==> src/rtl/board_init.sv <==
// ---------------------------------------------------------------------------
// BoardInit: sweeps a P_PARAM_N x P_PARAM_M cell board once per rising edge
// of load, writing one cell per clock in raster order (row-major, address
// row*P_PARAM_N+col) with a pattern chosen by mode.
//
// Ports
//   clk      : clock, rising edge
//   rst      : asynchronous active-high reset
//   load     : fill request, acted on at its rising edge only
//   mode     : fill pattern (0 clear, 1 LFSR random, 2 glider, 3 checkerboard)
//   busy     : high during every write cycle of a sweep (mirrors wr_en)
//   done     : one-cycle pulse in the cycle after the last write
//   wr_en    : cell-RAM write enable
//   wr_addr  : cell address
//   wr_data  : cell state, 1 = live
// ---------------------------------------------------------------------------
module board_init #(
    parameter int          P_PARAM_N = 400,
    parameter int          P_PARAM_M = 300,
    parameter int          P_ADDR_W  = 24,
    parameter logic [15:0] P_SEED    = 16'hACE1
) (
    input  logic                clk,
    input  logic                rst,
    input  logic                load,
    input  logic [1:0]          mode,
    output logic                busy,
    output logic                done,
    output logic                wr_en,
    output logic [P_ADDR_W-1:0] wr_addr,
    output logic                wr_data
);

    localparam int COL_W = (P_PARAM_N > 1) ? $clog2(P_PARAM_N) : 1;
    localparam int ROW_W = (P_PARAM_M > 1) ? $clog2(P_PARAM_M) : 1;

    localparam logic [COL_W-1:0]    LAST_COL  = COL_W'(P_PARAM_N - 1);
    localparam logic [P_ADDR_W-1:0] LAST_ADDR = P_ADDR_W'(P_PARAM_N * P_PARAM_M - 1);

    localparam logic [1:0] S_IDLE = 2'd0;
    localparam logic [1:0] S_FILL = 2'd1;
    localparam logic [1:0] S_DONE = 2'd2;

    logic [1:0]          state_q,  state_d;
    logic                prevLoad_q;
    logic [1:0]          mode_q,   mode_d;
    logic [ROW_W-1:0]    row_q,    row_d;
    logic [COL_W-1:0]    col_q,    col_d;
    logic [15:0]         lfsr_q,   lfsr_d;
    logic                wrEn_q,   wrEn_d;
    logic [P_ADDR_W-1:0] wrAddr_q, wrAddr_d;
    logic                wrData_q, wrData_d;
    logic                done_q,   done_d;

    logic                loadRise;
    logic [ROW_W-1:0]    nextRow;
    logic [COL_W-1:0]    nextCol;

    // Fibonacci LFSR, taps 16,14,13,11: the feedback bit enters at the top
    // and bit 0 is the value shifted out to the board.
    function automatic logic [15:0] lfsrStep(input logic [15:0] v);
        return {v[0] ^ v[2] ^ v[3] ^ v[5], v[15:1]};
    endfunction

    // Pattern value of one cell; rnd is the LFSR bit reserved for this write.
    function automatic logic cellValue(input logic [1:0]       m,
                                       input logic [ROW_W-1:0] r,
                                       input logic [COL_W-1:0] c,
                                       input logic             rnd);
        logic [31:0] rI;
        logic [31:0] cI;
        logic        v;
        rI = 32'(r);
        cI = 32'(c);
        case (m)
            2'd0:    v = 1'b0;
            2'd1:    v = rnd;
            2'd2:    v = ((rI == 32'd0) && (cI == 32'd1)) ||
                         ((rI == 32'd1) && (cI == 32'd2)) ||
                         ((rI == 32'd2) && (cI <= 32'd2));
            default: v = r[0] ^ c[0];
        endcase
        return v;
    endfunction

    assign loadRise = load & ~prevLoad_q;

    // Raster successor of the cell currently on the outputs.
    always_comb begin
        nextRow = row_q;
        nextCol = col_q + COL_W'(1);
        if (col_q == LAST_COL) begin
            nextCol = '0;
            nextRow = row_q + ROW_W'(1);
        end
    end

    // The row/col counters always describe the cell being presented on the
    // write port, so each edge computes the next cell's address and data
    // directly into the output registers. The write for cell 0 is therefore
    // produced on the very edge that sees the load request, and the
    // LFSR register always holds the value whose bit 0 feeds the next write.
    always_comb begin
        state_d  = state_q;
        mode_d   = mode_q;
        row_d    = row_q;
        col_d    = col_q;
        lfsr_d   = lfsr_q;
        wrEn_d   = 1'b0;
        wrAddr_d = '0;
        wrData_d = 1'b0;
        done_d   = 1'b0;
        case (state_q)
            S_IDLE: begin
                if (loadRise) begin
                    state_d  = S_FILL;
                    mode_d   = mode;
                    row_d    = '0;
                    col_d    = '0;
                    lfsr_d   = lfsrStep(P_SEED);
                    wrEn_d   = 1'b1;
                    wrData_d = cellValue(mode, '0, '0, P_SEED[0]);
                end
            end
            S_FILL: begin
                if (wrAddr_q == LAST_ADDR) begin
                    state_d = S_DONE;
                    done_d  = 1'b1;
                end else begin
                    row_d    = nextRow;
                    col_d    = nextCol;
                    lfsr_d   = lfsrStep(lfsr_q);
                    wrEn_d   = 1'b1;
                    wrAddr_d = wrAddr_q + P_ADDR_W'(1);
                    wrData_d = cellValue(mode_q, nextRow, nextCol, lfsr_q[0]);
                end
            end
            S_DONE: begin
                state_d = S_IDLE;
            end
            default: begin
                state_d = S_IDLE;
            end
        endcase
    end

    // All state, including the load edge detector, clears asynchronously so
    // a reset mid-sweep drops the write port at once and never yields done.
    always_ff @(posedge clk or posedge rst) begin
        if (rst) begin
            state_q    <= S_IDLE;
            prevLoad_q <= 1'b0;
            mode_q     <= 2'd0;
            row_q      <= '0;
            col_q      <= '0;
            lfsr_q     <= P_SEED;
            wrEn_q     <= 1'b0;
            wrAddr_q   <= '0;
            wrData_q   <= 1'b0;
            done_q     <= 1'b0;
        end else begin
            state_q    <= state_d;
            prevLoad_q <= load;
            mode_q     <= mode_d;
            row_q      <= row_d;
            col_q      <= col_d;
            lfsr_q     <= lfsr_d;
            wrEn_q     <= wrEn_d;
            wrAddr_q   <= wrAddr_d;
            wrData_q   <= wrData_d;
            done_q     <= done_d;
        end
    end

    assign busy    = wrEn_q;
    assign wr_en   = wrEn_q;
    assign wr_addr = wrAddr_q;
    assign wr_data = wrData_q;
    assign done    = done_q;

endmodule

==> config.mk <==
export PLATFORM = sky130hd
export DESIGN_NAME = board_init
export DESIGN_NICKNAME = d
export VERILOG_FILES = /design/src/rtl/board_init.sv
export SDC_FILE = /design/constraint.sdc
export NUM_CORES = 1
export LEC_CHECK = 0
export ABC_AREA = 1
export BUFFER_PORTS_ARGS = -buffer_cell sky130_fd_sc_hd__buf_2
export CORE_MARGIN = 2
export CORE_UTILIZATION = 65
export CTS_BUF_LIST = sky130_fd_sc_hd__clkbuf_8
export DETAILED_ROUTE_END_ITERATION = 6
export PLACE_DENSITY_LB_ADDON = 0.2
export SLEW_MARGIN = 10
export SYNTH_ARGS = -nofsm -noshare
export SYNTH_HDL_FRONTEND = slang
export SYNTH_SLANG_ARGS = --single-unit
==> constraint.sdc <==
create_clock -name clk -period 3 [get_ports clk]
set_clock_uncertainty 0.2 [all_clocks]
set_input_delay 0.3 -clock clk [delete_from_list [all_inputs] [get_ports clk]]
set_output_delay 0.3 -clock clk [all_outputs]
set_load 0.02 [all_outputs]
# Word-level counts from Yosys, hierarchy flattened
# Cells that the tools add are included.
word_totals:
  word_cells: 70
  input_bits: 5
  regBits: 66
op_classes:
  n_eq_ne: 13
  bitwise: 6
  order_cmp: 1
  mux: 25
  n_addsub: 3
  reduce_logical: 12
op_table:
  columns: ["op", "count"]
  rows:
  - ["two-way mux 24 bit", 2]
  - ["two-way mux 9 bit", 5]
  - ["case mux 9 bit (2 select lines)", 2]
  - ["two-way mux 16 bit", 2]
  - ["case mux 16 bit (2 select lines)", 1]
  - ["adder 24 x 1 -> 24 bit, second input constant", 1]
  - ["equality test 24 x 17 -> 1 bit, second input constant", 1]
  - ["adder 9 x 1 -> 9 bit, second input constant", 2]
  - ["equality test 9 x 1 -> 1 bit, second input constant", 2]
  - ["equality test 9 x 2 -> 1 bit, second input constant", 2]
  - ["equality test 9 bit, second input constant", 1]
  - ["<= comparator 9 x 2 -> 1 bit, second input constant", 1]
  - ["logical NOT 9 bit", 1]
  - ["two-way mux 1 bit", 7]
  - ["equality test 2 x 1 -> 1 bit, second input constant", 3]
  - ["!= test 2 bit, second input constant", 3]
  - ["logical NOT 2 bit", 2]
  - ["two-way mux 2 bit", 2]
  - ["case mux 1 bit (2 select lines)", 2]
  - ["case mux 2 bit (2 select lines)", 1]
  - ["AND reduction 2 bit", 2]
  - ["bitwise XOR 1 bit", 4]
  - ["logical AND 1 bit", 3]
  - ["case mux 1 bit (3 select lines)", 1]
  - ["other kinds (6)", 7]

# Longest topological paths before layout
depth:
  depth_word: 9
  mapped_depth: 17
  ltp_nobuf: 16

# Least setup slack after synthesis
# Ideal clock, no wire load.
synth_timing:
  path_type: "register -> register"
  startpoint: "reg wrAddr_q[0], in the netlist wr_addr[0]"
  endpoint: "reg lfsr_q[12]"
  setup_time_ps: 131
  stages_incl_launch_ff: 10
  path_buffers: 1
  period_less_slack_ps: 2009
  arrival_time_ps: 1678
  path_slack_ps: 991
  t_required_ps: 2669
  cell_sequence: "dfrtp_1 > ha_1 > nand3_1 > nor4_1 > nand4_1 > nand2_1 > inv_2 > nor2_4 > buf_2 > a22oi_1"
synth_via:
  elab_chain_len: 3
synth_rtl:
  columns: ["element", "line", "source"]
  rows:
  - ["start, declared", "51", "logic [P_ADDR_W-1:0] wrAddr_q, wrAddr_d;"]
  - ["start signal, assigned", "169", "wrAddr_q <= wrAddr_d;"]
  - ["equality test 24 x 17 -> 1 bit", "126", "if (wrAddr_q == LAST_ADDR) begin"]
  - ["!= test 2 bit (no line)", null, null]
  - ["AND reduction 3 bit (no line)", null, null]
  - ["end signal, assigned", "167", "lfsr_q <= lfsr_d;"]
  - ["end, declared", "49", "logic [15:0] lfsr_q, lfsr_d;"]
# Every way passes these cells.
# A chain may end at the register's enable or synchronous reset.

# Worst setup path after layout
layout_timing:
  startpoint: "reg wrAddr_q[0], in the netlist wr_addr[0]"
  endpoint: "reg row_q[4]"
layout_via:
  elab_chain_len: 3
layout_rtl:
  columns: ["element", "line", "source"]
  rows:
  - ["equality test 24 x 17 -> 1 bit", "126", null]
  - ["!= test 2 bit (no line)", null, null]
  - ["AND reduction 3 bit (no line)", null, null]
  - ["end signal, assigned", "165", "row_q <= row_d;"]
  - ["end, declared", "47", "logic [ROW_W-1:0] row_q, row_d;"]
# Every way passes these cells.

==> out/qor.txt <==
Peak VDD IR - 0.0005909 V
class of the worst hold path - input pin to register
Crit path depth - 9
vias per std cell - 5.620
TritonRoute pass-1 iters - 4
die area - 6036 µm²
Netlist Area Pre-Place - 3530 µm²
Post-Syn Nets - 454
Final setup viols - 0
Final Max Tran Viols - 0
kind of critical path - register to register
register bit total from synthesis - 66
IO Pins - 33
worst hold slack - 0.01368 ns
final hold violations - 0
I/O Buffers - 32
Buf/Inv on CP - 2
slowest CP cell - dfrtp_1
GRT overflow - 0
post-synth cell types - 37
RSZ-0062 raised after global routing - no
htree depth - 3
max-cap violations - 0
Detailed Place HPWL - 5450 µm
peak fanout along the critical path - 26
first-pass GRT wire length - 13490 µm
clock-pin transition on the worst setup and hold timing paths - 0.07 ns
post-CTS resize count - 0
DR DRC count - 0
Layout Nets - 490
1st-iter DRT viols - 282
Initial Utilization - 68.24%
clk root buf - clkbuf_8
LEAKAGE - 1.937 nW
Tot GR Track Use - 28.06%
cell family with the largest share of critical-path delay - simple AND/OR/NAND/NOR gates
max incr delay on CP - 0.40 ns
Synth async-reset ratio - 100.0%
worst path cell trace - ha_1, nand3_1, nor4_1, nand4_1, nand2_1, inv_2, nor2_4, inv_2, o21ai_0
syn avg cell area - 7.950 µm²
CTS tree - done
post-synthesis sequential area ratio - 47.08%
most frequent cells in the layout - 93 x nand2_1, 66 x inv_1, 58 x dfrtp_1, 44 x nor2_1, 32 x buf_2
CTS Sinks - 66
Slew @ Worst Pin - 0.6989 ns
Avg WL per Cell - 14.12 µm
layout cells sized above 1 - 16.08%
Finished Cell Area - 3905 µm²
row cnt - 26
most common cell after layout, fill and taps aside - nand2_1
upper clock frequency limit - 381.0 MHz
RD Place Congestion - 0.8900
top_reg_cell synth - dfrtp_1
worst hold stages - 3
via count - 3119
CP Data Required Time - 3.05 ns
Layout Utilization - 75.50%
vias in the first global route - 2886
CP Capture Type - register
outcome - finished clean
clock insertion delay at the later pin of the skew report - 0.34 ns
P per Cell Area - 801.4 nW/µm²
core box area - 5172 µm²
Placement Cell Area - 3729 µm²
Die X - 77.69 µm
CP most frequent cell - inv_2
setup TNS - 0 ns
maximum root-to-sink buffer count - 2
Die Y-Extent - 77.69 µm
fin crit share - 87.50%
largest net degree at the start of global routing - 36
Final Power - 3.129 mW
Synth Warn # - 0
initial antenna violation count - 0
Final min period - 2.625 ns
area delta synth->final - 10.63%
Post-synth EDFFs - 0
total CTS buffers - 9
final wirelength - 7838 µm
n_diodes - 0
Cells after Synth - 444
worst slew margin relative to its limit - 53.34%
CP Data Arrival Time - 2.68 ns
startpoint types - register
Final ANT Viol Nets - 0
r2r worst-path depth - 9
-- timing repair --
item                      4_1_cts  5_1_grt
buffers inserted                0        0
hold buffers                    2        0
hold endpoints to repair       32        0
-- Yosys cell counts, types with 6 or more instances --
cell | number | area share (%)
nand3_1 | 30 | 4.3
inv_1 | 63 | 6.7
dfstp_2 | 8 | 6.0
nand2_1 | 93 | 9.9
nand2_2 | 6 | 1.1
nor2_1 | 44 | 4.7
dfrtp_1 | 58 | 41
o21ai_0 | 17 | 2.4
nor3_1 | 12 | 1.7
a22oi_1 | 7 | 1.5
nand4_1 | 11 | 1.9
o22ai_1 | 18 | 3.2
a21oi_1 | 18 | 2.6
-- worst paths after layout --
path | start | to | slack, ns
worst max-delay path | wr_addr[0] | row_q[4] | 0.38
worst max register to register | wr_addr[0] | row_q[4] | 0.38
min in group asynchronous | rst | wr_addr[3] | 0.42
max in group asynchronous | rst | lfsr_q[15] | 1.47
worst min register to register | wr_addr[0] | wr_addr[0] | 0.30
worst min-delay path | mode[0] | mode_q[0] | 0.01
-- worst register-to-register path: stages, from the launching register on --
cell and delay [ns]:
dfrtp_1 0.40, ha_1 0.24, nand3_1 0.16, nor4_1 0.27, nand4_1 0.12, nand2_1 0.12, inv_2 0.20, nor2_4 0.34
inv_2 0.28, o21ai_0 0.22
-- per-stage QoR --
stage               setup slack, ns  std cells
floorplan                    0.8584        444
global placement             0.5911        537
detailed placement           0.4058        537
CTS                          0.3977        555
global route                 0.1065        555
finish                       0.3751        555
-- power by group --
| part | switching (mW) | leakage (nW) | internal, mW |
|---|---|---|---|
| sequential | 0.240 | 0.839 | 1.20 |
| combinational | 0.668 | 1.00 | 0.415 |
| clock | 0.326 | 0.0940 | 0.285 |
-- state kept, by name, summed over array words and instances (netlist names) --
name,count
row_q,9
col_q,9
wr_data,1
mode_q,2
wr_addr,24
lfsr_q,16
prevLoad_q,1
busy,1
done,1
state_q,2
-- final cells by class --
cell class,count,area [µm²]
clock buffers,9,123.9
clock inverters,7,32.53
fillers,359,1267
inverters,70,262.8
multi-input cells,297,1529
flip-flops and latches,66,1662
well taps,70,87.58
repair buffers,36,207.7
-- logic make-up after synthesis --
family	synth area share (%)
adders and majority gates	1.772
AOI/OAI and AO/OA	11.66
buffers and inverters	9.606
and+or+nand+nor	28.15
xor gates and xnor gates	1.737
DFF	47.08
-- layer usage --
| layer | GRT usage, % | vias up | routed length, µm | part of all wire [%] |
|---|---|---|---|---|
| li1 | - | 1523 | - | - |
| met1 | 41.28 | 1482 | 3704 | 47 |
| met2 | 42.67 | 102 | 3604 | 46 |
| met3 | 3.605 | 12 | 399 | 5.1 |
| met4 | 10.54 | 0 | 129 | 1.6 |
| met5 | 0 | - | 0 | 0 |
Power figures use the tool's default switching activity.
